[src/rtl/vit_trb_obuf.sv]
// Viterbi traceback output stage: bit packer, saturating frame error count, show-ahead FIFO.
// Optional per-word error weight storage: define VIT_TRB_OBUF_WORD_ERR_EN.
module vit_trb_obuf #(
    parameter int pCODE_GEN_NUM = 2,
    parameter int pTAG_W        = 4,
    parameter int pERR_CNT_W    = 16,
    parameter int pDAT_W        = 8,
    parameter int pFIFO_DEPTH_W = 4
) (
    input  logic                                       iclk,
    input  logic                                       ireset,
    input  logic                                       iclkena,
    input  logic                                       isop,
    input  logic                                       ival,
    input  logic                                       ieop,
    input  logic [pTAG_W-1:0]                          itag,
    input  logic                                       idat,
    input  logic [pCODE_GEN_NUM-1:0]                   ibiterr,
    output logic                                       ordy,
    input  logic                                       ireq,
    output logic                                       oval,
    output logic                                       osop,
    output logic                                       oeop,
    output logic [pTAG_W-1:0]                          otag,
    output logic [pDAT_W-1:0]                          odat,
    output logic [$clog2(pDAT_W)-1:0]                  onum_m1,
    output logic [pERR_CNT_W-1:0]                      oerrcnt,
    output logic                                       oerr_sat,
    output logic [$clog2(pDAT_W*pCODE_GEN_NUM+1)-1:0]  owerrcnt,
    output logic                                       ooverflow
);

    localparam int NUM_W  = $clog2(pDAT_W);
    localparam int WGT_W  = $clog2(pCODE_GEN_NUM + 1);
    localparam int DEPTH  = 1 << pFIFO_DEPTH_W;
    localparam int BASE_W = 3 + pTAG_W + NUM_W + pDAT_W + pERR_CNT_W;
`ifdef VIT_TRB_OBUF_WORD_ERR_EN
    localparam int WE_W   = $clog2(pDAT_W*pCODE_GEN_NUM+1);
    localparam int EW     = BASE_W + WE_W;
`else
    localparam int EW     = BASE_W;
`endif
    localparam logic [pERR_CNT_W-1:0] ERR_MAX = '1;

    // packer / frame state
    logic                    r_act;
    logic                    r_first;
    logic [pTAG_W-1:0]       r_tag;
    logic [NUM_W-1:0]        r_idx;
    logic [pDAT_W-1:0]       r_sh;
    logic [pERR_CNT_W-1:0]   r_ecnt;
    logic                    r_esat;
    logic                    r_pv;
    logic [EW-1:0]           r_pw;

    // fifo state
    logic [EW-1:0]              r_mem [DEPTH];
    logic [pFIFO_DEPTH_W-1:0]   r_wp;
    logic [pFIFO_DEPTH_W-1:0]   r_rp;
    logic [pFIFO_DEPTH_W:0]     r_used;
    logic [EW-1:0]              r_head;
    logic                       r_oval;
    logic                       r_ovf;
    logic                       r_rdy;

    logic                    w_acc;
    logic                    w_start;
    logic                    w_take;
    logic                    w_done;
    logic                    w_sop;
    logic [pTAG_W-1:0]       w_tag;
    logic [NUM_W-1:0]        w_idx;
    logic [pDAT_W-1:0]       w_sh;
    logic [WGT_W-1:0]        w_wgt;
    logic [pERR_CNT_W-1:0]   w_ebase;
    logic [pERR_CNT_W:0]     w_esum;
    logic [pERR_CNT_W-1:0]   w_ecnt;
    logic                    w_esat;
    logic [EW-1:0]           w_entry;
    logic                    w_pop;
    logic                    w_xfer;
    logic                    w_full;
    logic                    w_wr;
    logic                    w_drop;
    logic [pFIFO_DEPTH_W:0]  w_used_nxt;

    assign w_acc   = iclkena & ival;
    assign w_start = w_acc & isop;
    assign w_take  = w_acc & (isop | r_act);
    assign w_idx   = w_start ? '0 : r_idx;
    assign w_sop   = w_start | r_first;
    assign w_tag   = w_start ? itag : r_tag;
    assign w_done  = w_take & (ieop | (w_idx == NUM_W'(pDAT_W-1)));
    assign w_sh    = (w_start ? '0 : r_sh) | (pDAT_W'(idat) << w_idx);
    assign w_ebase = w_start ? '0 : r_ecnt;

    always_comb begin
        w_wgt = '0;
        for (int i = 0; i < pCODE_GEN_NUM; i++)
            w_wgt = w_wgt + WGT_W'(ibiterr[i]);
    end

    assign w_esum = {1'b0, w_ebase} + (pERR_CNT_W+1)'(w_wgt);
    assign w_ecnt = (w_esum > {1'b0, ERR_MAX}) ? ERR_MAX : w_esum[pERR_CNT_W-1:0];
    assign w_esat = (~w_start & r_esat) | (w_esum >= {1'b0, ERR_MAX});

`ifdef VIT_TRB_OBUF_WORD_ERR_EN
    logic [WE_W-1:0] r_werr;
    logic [WE_W-1:0] w_werr;
    assign w_werr  = (w_start ? '0 : r_werr) + WE_W'(w_wgt);
    assign w_entry = {w_werr, w_sop, ieop, w_esat, w_tag, w_idx, w_ecnt, w_sh};
    assign owerrcnt = r_head[BASE_W +: WE_W];

    always_ff @(posedge iclk) begin
        if (ireset)
            r_werr <= '0;
        else if (w_take)
            r_werr <= w_done ? '0 : w_werr;
    end
`else
    assign w_entry  = {w_sop, ieop, w_esat, w_tag, w_idx, w_ecnt, w_sh};
    assign owerrcnt = '0;
`endif

    // a full FIFO still accepts the write when the head pops the same cycle
    assign w_xfer     = iclkena & r_oval & ireq;
    assign w_pop      = iclkena & (r_used != '0) & (~r_oval | ireq);
    assign w_full     = (r_used == (pFIFO_DEPTH_W+1)'(DEPTH));
    assign w_wr       = iclkena & r_pv & (~w_full | w_pop);
    assign w_drop     = iclkena & r_pv & w_full & ~w_pop;
    assign w_used_nxt = r_used + (pFIFO_DEPTH_W+1)'(w_wr) - (pFIFO_DEPTH_W+1)'(w_pop);

    always_ff @(posedge iclk) begin
        if (ireset) begin
            r_act   <= 1'b0;
            r_first <= 1'b0;
            r_tag   <= '0;
            r_idx   <= '0;
            r_sh    <= '0;
            r_ecnt  <= '0;
            r_esat  <= 1'b0;
            r_pv    <= 1'b0;
            r_pw    <= '0;
        end else if (iclkena) begin
            r_pv <= w_done;
            if (w_done)
                r_pw <= w_entry;
            if (w_take) begin
                r_tag  <= w_tag;
                r_ecnt <= w_ecnt;
                r_esat <= w_esat;
                if (w_done) begin
                    r_idx   <= '0;
                    r_sh    <= '0;
                    r_first <= 1'b0;
                    r_act   <= ~ieop;
                end else begin
                    r_idx   <= w_idx + 1'b1;
                    r_sh    <= w_sh;
                    r_first <= w_sop;
                    r_act   <= 1'b1;
                end
            end
        end
    end

    always_ff @(posedge iclk) begin
        if (w_wr)
            r_mem[r_wp] <= r_pw;
    end

    always_ff @(posedge iclk) begin
        if (ireset) begin
            r_wp   <= '0;
            r_rp   <= '0;
            r_used <= '0;
            r_head <= '0;
            r_oval <= 1'b0;
            r_ovf  <= 1'b0;
            r_rdy  <= 1'b0;
        end else if (iclkena) begin
            if (w_pop) begin
                r_head <= r_mem[r_rp];
                r_rp   <= r_rp + 1'b1;
                r_oval <= 1'b1;
            end else if (w_xfer) begin
                r_oval <= 1'b0;
            end
            if (w_wr)
                r_wp <= r_wp + 1'b1;
            if (w_drop)
                r_ovf <= 1'b1;
            r_used <= w_used_nxt;
            r_rdy  <= w_used_nxt < (pFIFO_DEPTH_W+1)'(DEPTH-2);
        end
    end

    assign ordy      = r_rdy;
    assign oval      = r_oval;
    assign ooverflow = r_ovf;
    assign odat      = r_head[0 +: pDAT_W];
    assign oerrcnt   = r_head[pDAT_W +: pERR_CNT_W];
    assign onum_m1   = r_head[pDAT_W+pERR_CNT_W +: NUM_W];
    assign otag      = r_head[pDAT_W+pERR_CNT_W+NUM_W +: pTAG_W];
    assign oerr_sat  = r_head[BASE_W-3];
    assign oeop      = r_head[BASE_W-2];
    assign osop      = r_head[BASE_W-1];

endmodule
[config.mk]
export PLATFORM = sky130hd
export DESIGN_NAME = vit_trb_obuf
export DESIGN_NICKNAME = d
export VERILOG_FILES = /design/src/rtl/vit_trb_obuf.sv
export SDC_FILE = /design/constraint.sdc
export NUM_CORES = 1
export LEC_CHECK = 0
export BUFFER_PORTS_ARGS = -buffer_cell sky130_fd_sc_hd__buf_2
export CAP_MARGIN = 20
export CORE_UTILIZATION = 40
export CTS_BUF_LIST = sky130_fd_sc_hd__clkbuf_2 sky130_fd_sc_hd__clkbuf_4 sky130_fd_sc_hd__clkbuf_8
export DETAILED_ROUTE_END_ITERATION = 16
export SLEW_MARGIN = 5
export SYNTH_ARGS = -nofsm -noshare
export SYNTH_HDL_FRONTEND = slang
export SYNTH_SLANG_ARGS = --single-unit
[constraint.sdc]
create_clock -name iclk -period 5.1 [get_ports iclk]
set_input_delay 0 -clock iclk [delete_from_list [all_inputs] [get_ports iclk]]
set_output_delay 0 -clock iclk [all_outputs]
set_load 0.02 [all_outputs]
# Word level (Yosys, flattened, before mapping)
# Memory sizes are Yosys's and may differ from the RTL's. A register that Yosys moved wholly into a read port is not among the register bits.
# Cells that the tools add are included.
totals:
  reg_bits: 85
  output_inout_bits: 42
  in_bits: 14
  memories: 1
  mem_bits_rw: 544
  wordCells: 75
memory_table:
  columns: ["memory", "words", "width", "rd", "rd_clocked_by_memory_dff", "write_ports", "line_no", "source"]
  rows:
  - ["r_mem", 16, 34, 1, 1, 1, "57", "logic [EW-1:0] r_mem [DEPTH];"]
classes:
  n_reduce_logical: 8
  n_shift: 1
  eq_ne: 2
  n_bitwise: 25
  add_sub_neg: 7
  order_cmp: 3
  mux: 13
op_table:
  columns: ["operator", "n"]
  rows:
  - ["2-to-1 mux 16 bit", 2]
  - ["adder 16 x 2 -> 17 bit", 1]
  - [">= comparator 17 x 16 -> 1 bit (second input constant)", 1]
  - ["greater-than comparator 17 x 16 -> 1 bit (second input constant)", 1]
  - ["2-to-1 mux 8 bit", 2]
  - ["AND 1 bit", 13]
  - ["AND reduction 2 bit", 6]
  - ["adder 4 x 1 -> 4 bit (second input constant)", 2]
  - ["bitwise OR 8 bit", 1]
  - ["<< shifter 1 x 3 -> 8 bit", 1]
  - ["2-to-1 mux 1 bit", 6]
  - ["2-to-1 mux 3 bit", 2]
  - ["bitwise OR 1 bit", 6]
  - ["adder 5 x 1 -> 5 bit", 1]
  - ["== test 5 bit (second input constant)", 1]
  - ["< comparator 5 x 4 -> 1 bit (second input constant)", 1]
  - ["NOT 1 bit", 5]
  - ["nonzero test 5 bit", 1]
  - ["subtractor 5 x 1 -> 5 bit", 1]
  - ["2-to-1 mux 4 bit", 1]
  - ["adder 3 x 1 -> 3 bit (second input constant)", 1]
  - ["== test 3 bit (second input constant)", 1]
  - ["adder 1 x 1 -> 2 bit", 1]
  - ["nonzero test 2 bit", 1]

# Logic depth before layout (Yosys ltp)
logic_depth:
  depth_word: 8
  mapped_depth: 17
  ltp_nobuf: 16

# Least setup slack after synthesis
# No wires, ideal clock.
synth_timing:
  kind: "flip-flop to flip-flop"
  startpoint: "register r_used[2]"
  endpoint: "memory r_mem[3][0] in the netlist's numbering (enable)"
  path_slack_ns: 0.776
  t_required_ns: 4.633
  n_path_buf: 0
  stages_incl_launch_ff: 8
  arrival_ns: 3.857
  path_cell_list: "dfxtp_1 > inv_1 > ha_1 > or3b_2 > o221ai_1 > a31oi_2 > nand2_1 > nor3_1"
synth_via:
  elab_chain_len: 7
  elab_cells_between_ends: 9
synth_lines:
  columns: ["item", "line_no", "source"]
  rows:
  - ["start, declared", "60", "logic [pFIFO_DEPTH_W:0] r_used;"]
  - ["start signal, assigned", "193", "r_used <= w_used_nxt;"]
  - ["nonzero test 5 bit", "127", "assign w_pop = iclkena & (r_used != '0) & (~r_oval | ireq);"]
  - ["AND 1 bit (2 in series)", "127", null]
  - ["bitwise OR 1 bit *", "129", "assign w_wr = iclkena & r_pv & (~w_full | w_pop);"]
  - ["AND 1 bit *", "129", null]
  - ["2-to-1 mux 1 bit *", "168", "if (w_wr)"]
  - ["2-to-1 mux 1 bit (not written as such) *", "169", "r_mem[r_wp] <= r_pw;"]
  - ["end, declared", "57", null]
# Every way passes the cells marked *; elsewhere a longest branch is shown, timed or not.

# Worst setup path in the final report
layout_timing:
  startpoint: "register r_used[3]"
  endpoint: "register r_rdy, in the netlist ordy"
layout_via:
  elab_chain_len: 8
  elab_cells_between_ends: 10
layout_lines:
  columns: ["item", "line_no", "source"]
  rows:
  - ["nonzero test 5 bit", "127", null]
  - ["AND 1 bit (2 in series)", "127", null]
  - ["bitwise OR 1 bit", "129", null]
  - ["AND 1 bit", "129", null]
  - ["adder 5 x 1 -> 5 bit", "131", "assign w_used_nxt = r_used + (pFIFO_DEPTH_W+1)'(w_wr) - (pFIFO_DEPTH_W+1)'(w_pop);"]
  - ["subtractor 5 x 1 -> 5 bit *", "131", null]
  - ["< comparator 5 x 4 -> 1 bit *", "194", "r_rdy <= w_used_nxt < (pFIFO_DEPTH_W+1)'(DEPTH-2);"]
  - ["end signal, assigned", "194", null]
  - ["end, declared", "64", "logic r_rdy;"]
# Marked as above.
# A chain may end at the register's enable or synchronous reset.

==> results.py <==
metrics = {
    "setup_path": {
        "critPathArrivalTime_ns": 4.94,
        "crit_fanout": 38,
        "critPathTopFamily": "adder cells",
        "crit_type": "flop to flop",
        "worst-path-stages": 15,
        "cp-start-kind": "flop",
        "worstPathBufferInverterCount": 3,
        "crit_chain": "inv_1, ha_1, or3b_2, o221ai_4, inv_2, ha_1, inv_1, ha_1, fa_1, a21oi_1, o21bai_1, xnor2_1, xnor2_1, o311ai_0, a21oi_1",
        "path_common_cell": "ha_1",
        "crit_slowest_cell": "inv_2",
        "end_kind": "flop",
        "cp_slowest_stage_delay_ns": 0.56,
        "required_ns": 5.68,
        "rr_worst_depth": 15,
    },
    "die": {
        "die_x_um": 257,
        "die_height_um": 257,
        "io_pins": 56,
        "core_area_sq_um": 64200,
        "start_util": 0.404,
        "row_count": 93,
        "die_area_sq_um": 65900,
    },
    "hold_path": {
        "whs_path_depth": 4,
        "hold_path.class": "input pin to flop",
    },
    "global_routing": {
        "overflow": 0,
        "grt_max_degree": 93,
        "grt_pass1_vias": 13400,
        "track_usage": 0.176,
        "antenna_found_initial": 4,
        "grt_pass1_wl_mm": 86.1,
    },
    "clocking": {
        "numCtsBuffers": 104,
        "cts_buffer_depth": 3,
        "cts_tree": "built",
        "htree_levels": 3,
        "cts_root_buf": "clkbuf_8",
        "clk_pin_slew_worst_paths_ns": 0.06,
        "clock_latency_ns": 0.67,
        "clkSinkCount": 663,
        "cts_resized": 0,
    },
    "run": {
        "maxCapViolations": 0,
    },
    "timing": {
        "setup_violations": 0,
        "period_share": 0.855,
        "fin_skew_ns": 0.0383,
        "hold_violations": 0,
        "totalNegativeSetupSlack_ns": 0,
        "setup_slack_ns": 0.740,
        "holdWs_ns": 0.155,
        "slew_headroom": 0.300,
        "layout_min_cycle_time_ns": 4.36,
        "rsz0062_at_grt": "false",
        "tightest_slew_ns": 1.05,
        "fmax_mhz": 229,
        "maxSlewViolCount": 0,
    },
    "drt": {
        "routed_via_density": 5.33,
        "firstDrtPassIters": 5,
        "postRouteAntennaNets": 0,
        "drc_errors": 0,
        "drtIter0Drc": 1082,
        "wire_per_inst_um": 23.0,
        "totalWireLength_mm": 56.8,
        "via_count": 13200,
    },
    "yosys": {
        "synth-seq-cells": 663,
        "synth.most_common_cell": "edfxtp_1",
        "synth_edf_count": 544,
        "synth_commonest_cells": "edfxtp_1, mux4_2, nand2_1, dfxtp_1, nor2_1",
        "seq_area_frac_synth": 0.721,
        "yosysWarnings": 0,
        "yosys_most_used_dff": "edfxtp_1",
        "async_reset_ff_frac": 0,
        "synth_top_cell_area_share": 0.630,
        "synth_area_leaders": "edfxtp_1, mux4_2, dfxtp_1, mux4_1, nand2_1",
        "synthesis.area_sq_um": 25900,
        "yosys.area.top_type": "edfxtp_1",
        "ys_types": 58,
        "syn_inst": 1419,
        "avgSynthCellArea_sq_um": 18.3,
    },
    "place": {
        "place_ws_ns": 0.665,
        "dp_hpwl_mm": 33.6,
        "port_buffers": 50,
        "gp_congestion": 0.779,
    },
    "run_status": {
        "status": "complete, no violations",
    },
    "layout": {
        "drive_gt1_frac": 0.256,
        "syn_to_final_growth_pct": 13.7,
        "fin_nets": 1570,
    },
    "power_and_ir_drop": {
        "power.total_mw": 12.4,
        "power_density_nw_per_um2": 422,
        "ir_drop_uv": 201,
        "leakage_nw": 9.56,
    },
}
==> power breakdown <==
group | switching (mW) | leakage, nW | internal, mW
Clock | 1.99 | 1.08 | 2.38
Sequential | 0.228 | 6.02 | 5.92
Combinational | 0.958 | 2.46 | 0.966
==> worst register-to-register path, cell delays in order, from the launching register on <==
cell,delay (ns)
dfxtp_1,0.33
inv_1,0.09
ha_1,0.17
or3b_2,0.50
o221ai_4,0.52
inv_2,0.57
ha_1,0.49
inv_1,0.04
ha_1,0.20
fa_1,0.44
a21oi_1,0.16
o21bai_1,0.10
xnor2_1,0.22
xnor2_1,0.15
o311ai_0,0.16
a21oi_1,0.15
==> worst paths after layout <==
check / from / to / slack, ns
setup / recovery: r_used[3]$_SDFFE_PP0P_ / ordy$_SDFFE_PP0P_ / 0.74
hold reg to reg: r_head[30]$_SDFFE_PP0P_ / r_head[30]$_SDFFE_PP0P_ / 0.45
setup reg to reg: r_used[3]$_SDFFE_PP0P_ / ordy$_SDFFE_PP0P_ / 0.74
hold / removal: itag[3] / r_tag[3]$_SDFFE_PP0P_ / 0.16
==> metrics by stage <==
step | instance area (sq um) | util | cells
after global routing | 29500 | 0.459 | 2476
final | 29500 | 0.459 | 2476
after detailed placement | 27200 | 0.424 | 2270
after global placement | 27200 | 0.423 | 2266
after CTS | 29500 | 0.459 | 2473
after floorplan | 26000 | - | 1423
==> state kept, by name (all words and copies together) (netlist names) <==
name and cells:
ordy 1, r_sh 8, r_first 1, r_rp 4
r_esat 1, r_ecnt 16, r_idx 3, r_head 34
r_mem 544, r_act 1, ooverflow 1, r_pv 1
oval 1, r_used 5, r_wp 4, r_pw 34
r_tag 4
==> layer usage <==
| metal | share of wire | global-route usage | routed length, um |
|---|---|---|---|
| met1 | 0.45 | 0.253 | 25500 |
| met5 | 0 | 0 | 0 |
| met4 | 0.015 | 0.0532 | 860 |
| met3 | 0.062 | 0.0327 | 3530 |
| met2 | 0.47 | 0.272 | 26900 |
==> cell type report <==
class                   count  area [sq um]
fillers                  5535         34700
flip-flops and latches    663         18700
multi-input cells         654          6780
clock buffers             157          1870
well taps                 855          1070
repair buffers            103           830
clock inverters            29           161
inverters                  14          52.6
diodes                      1          2.50
==> placed cells by master (no fill, tap or decap), drive strengths merged, types with 8 or more instances in the layout <==
| master | instances |
|---|---|
| nand2 | 120 |
| clkinv | 24 |
| nand3 | 12 |
| xor2 | 13 |
| and2 | 8 |
| dlygate4sd3 | 17 |
| nor2 | 108 |
| mux4 | 170 |
| xnor2 | 12 |
| edfxtp | 544 |
| a21oi | 73 |
| inv | 14 |
| a211oi | 33 |
| clkbuf | 157 |
| nor3 | 14 |
| ha | 14 |
| dfxtp | 119 |
| buf | 86 |
| o21ai | 9 |
==> kinds of logic (layout without fill, tap and decap cells) <==
| group | Yosys count | count (layout) | synth area share |
|---|---|---|---|
| mux | 176 | 176 | 0.156 |
| xor+xnor | 25 | 25 | 0.00844 |
| compound gates | 144 | 144 | 0.0344 |
| other cells | 1 | 6 | 0.000145 |
| flops | 663 | 663 | 0.721 |
| buf+inv | 106 | 303 | 0.0235 |
| fa+ha+maj | 16 | 16 | 0.00829 |
| simple gates | 288 | 288 | 0.0479 |
==> timing repair <==
action | in CTS | in global routing
setup buffers | 0 | 0
endpoints found under the hold margin | 86 | 0
hold buffers | 17 | 0
Power figures use the tool's default switching activity.
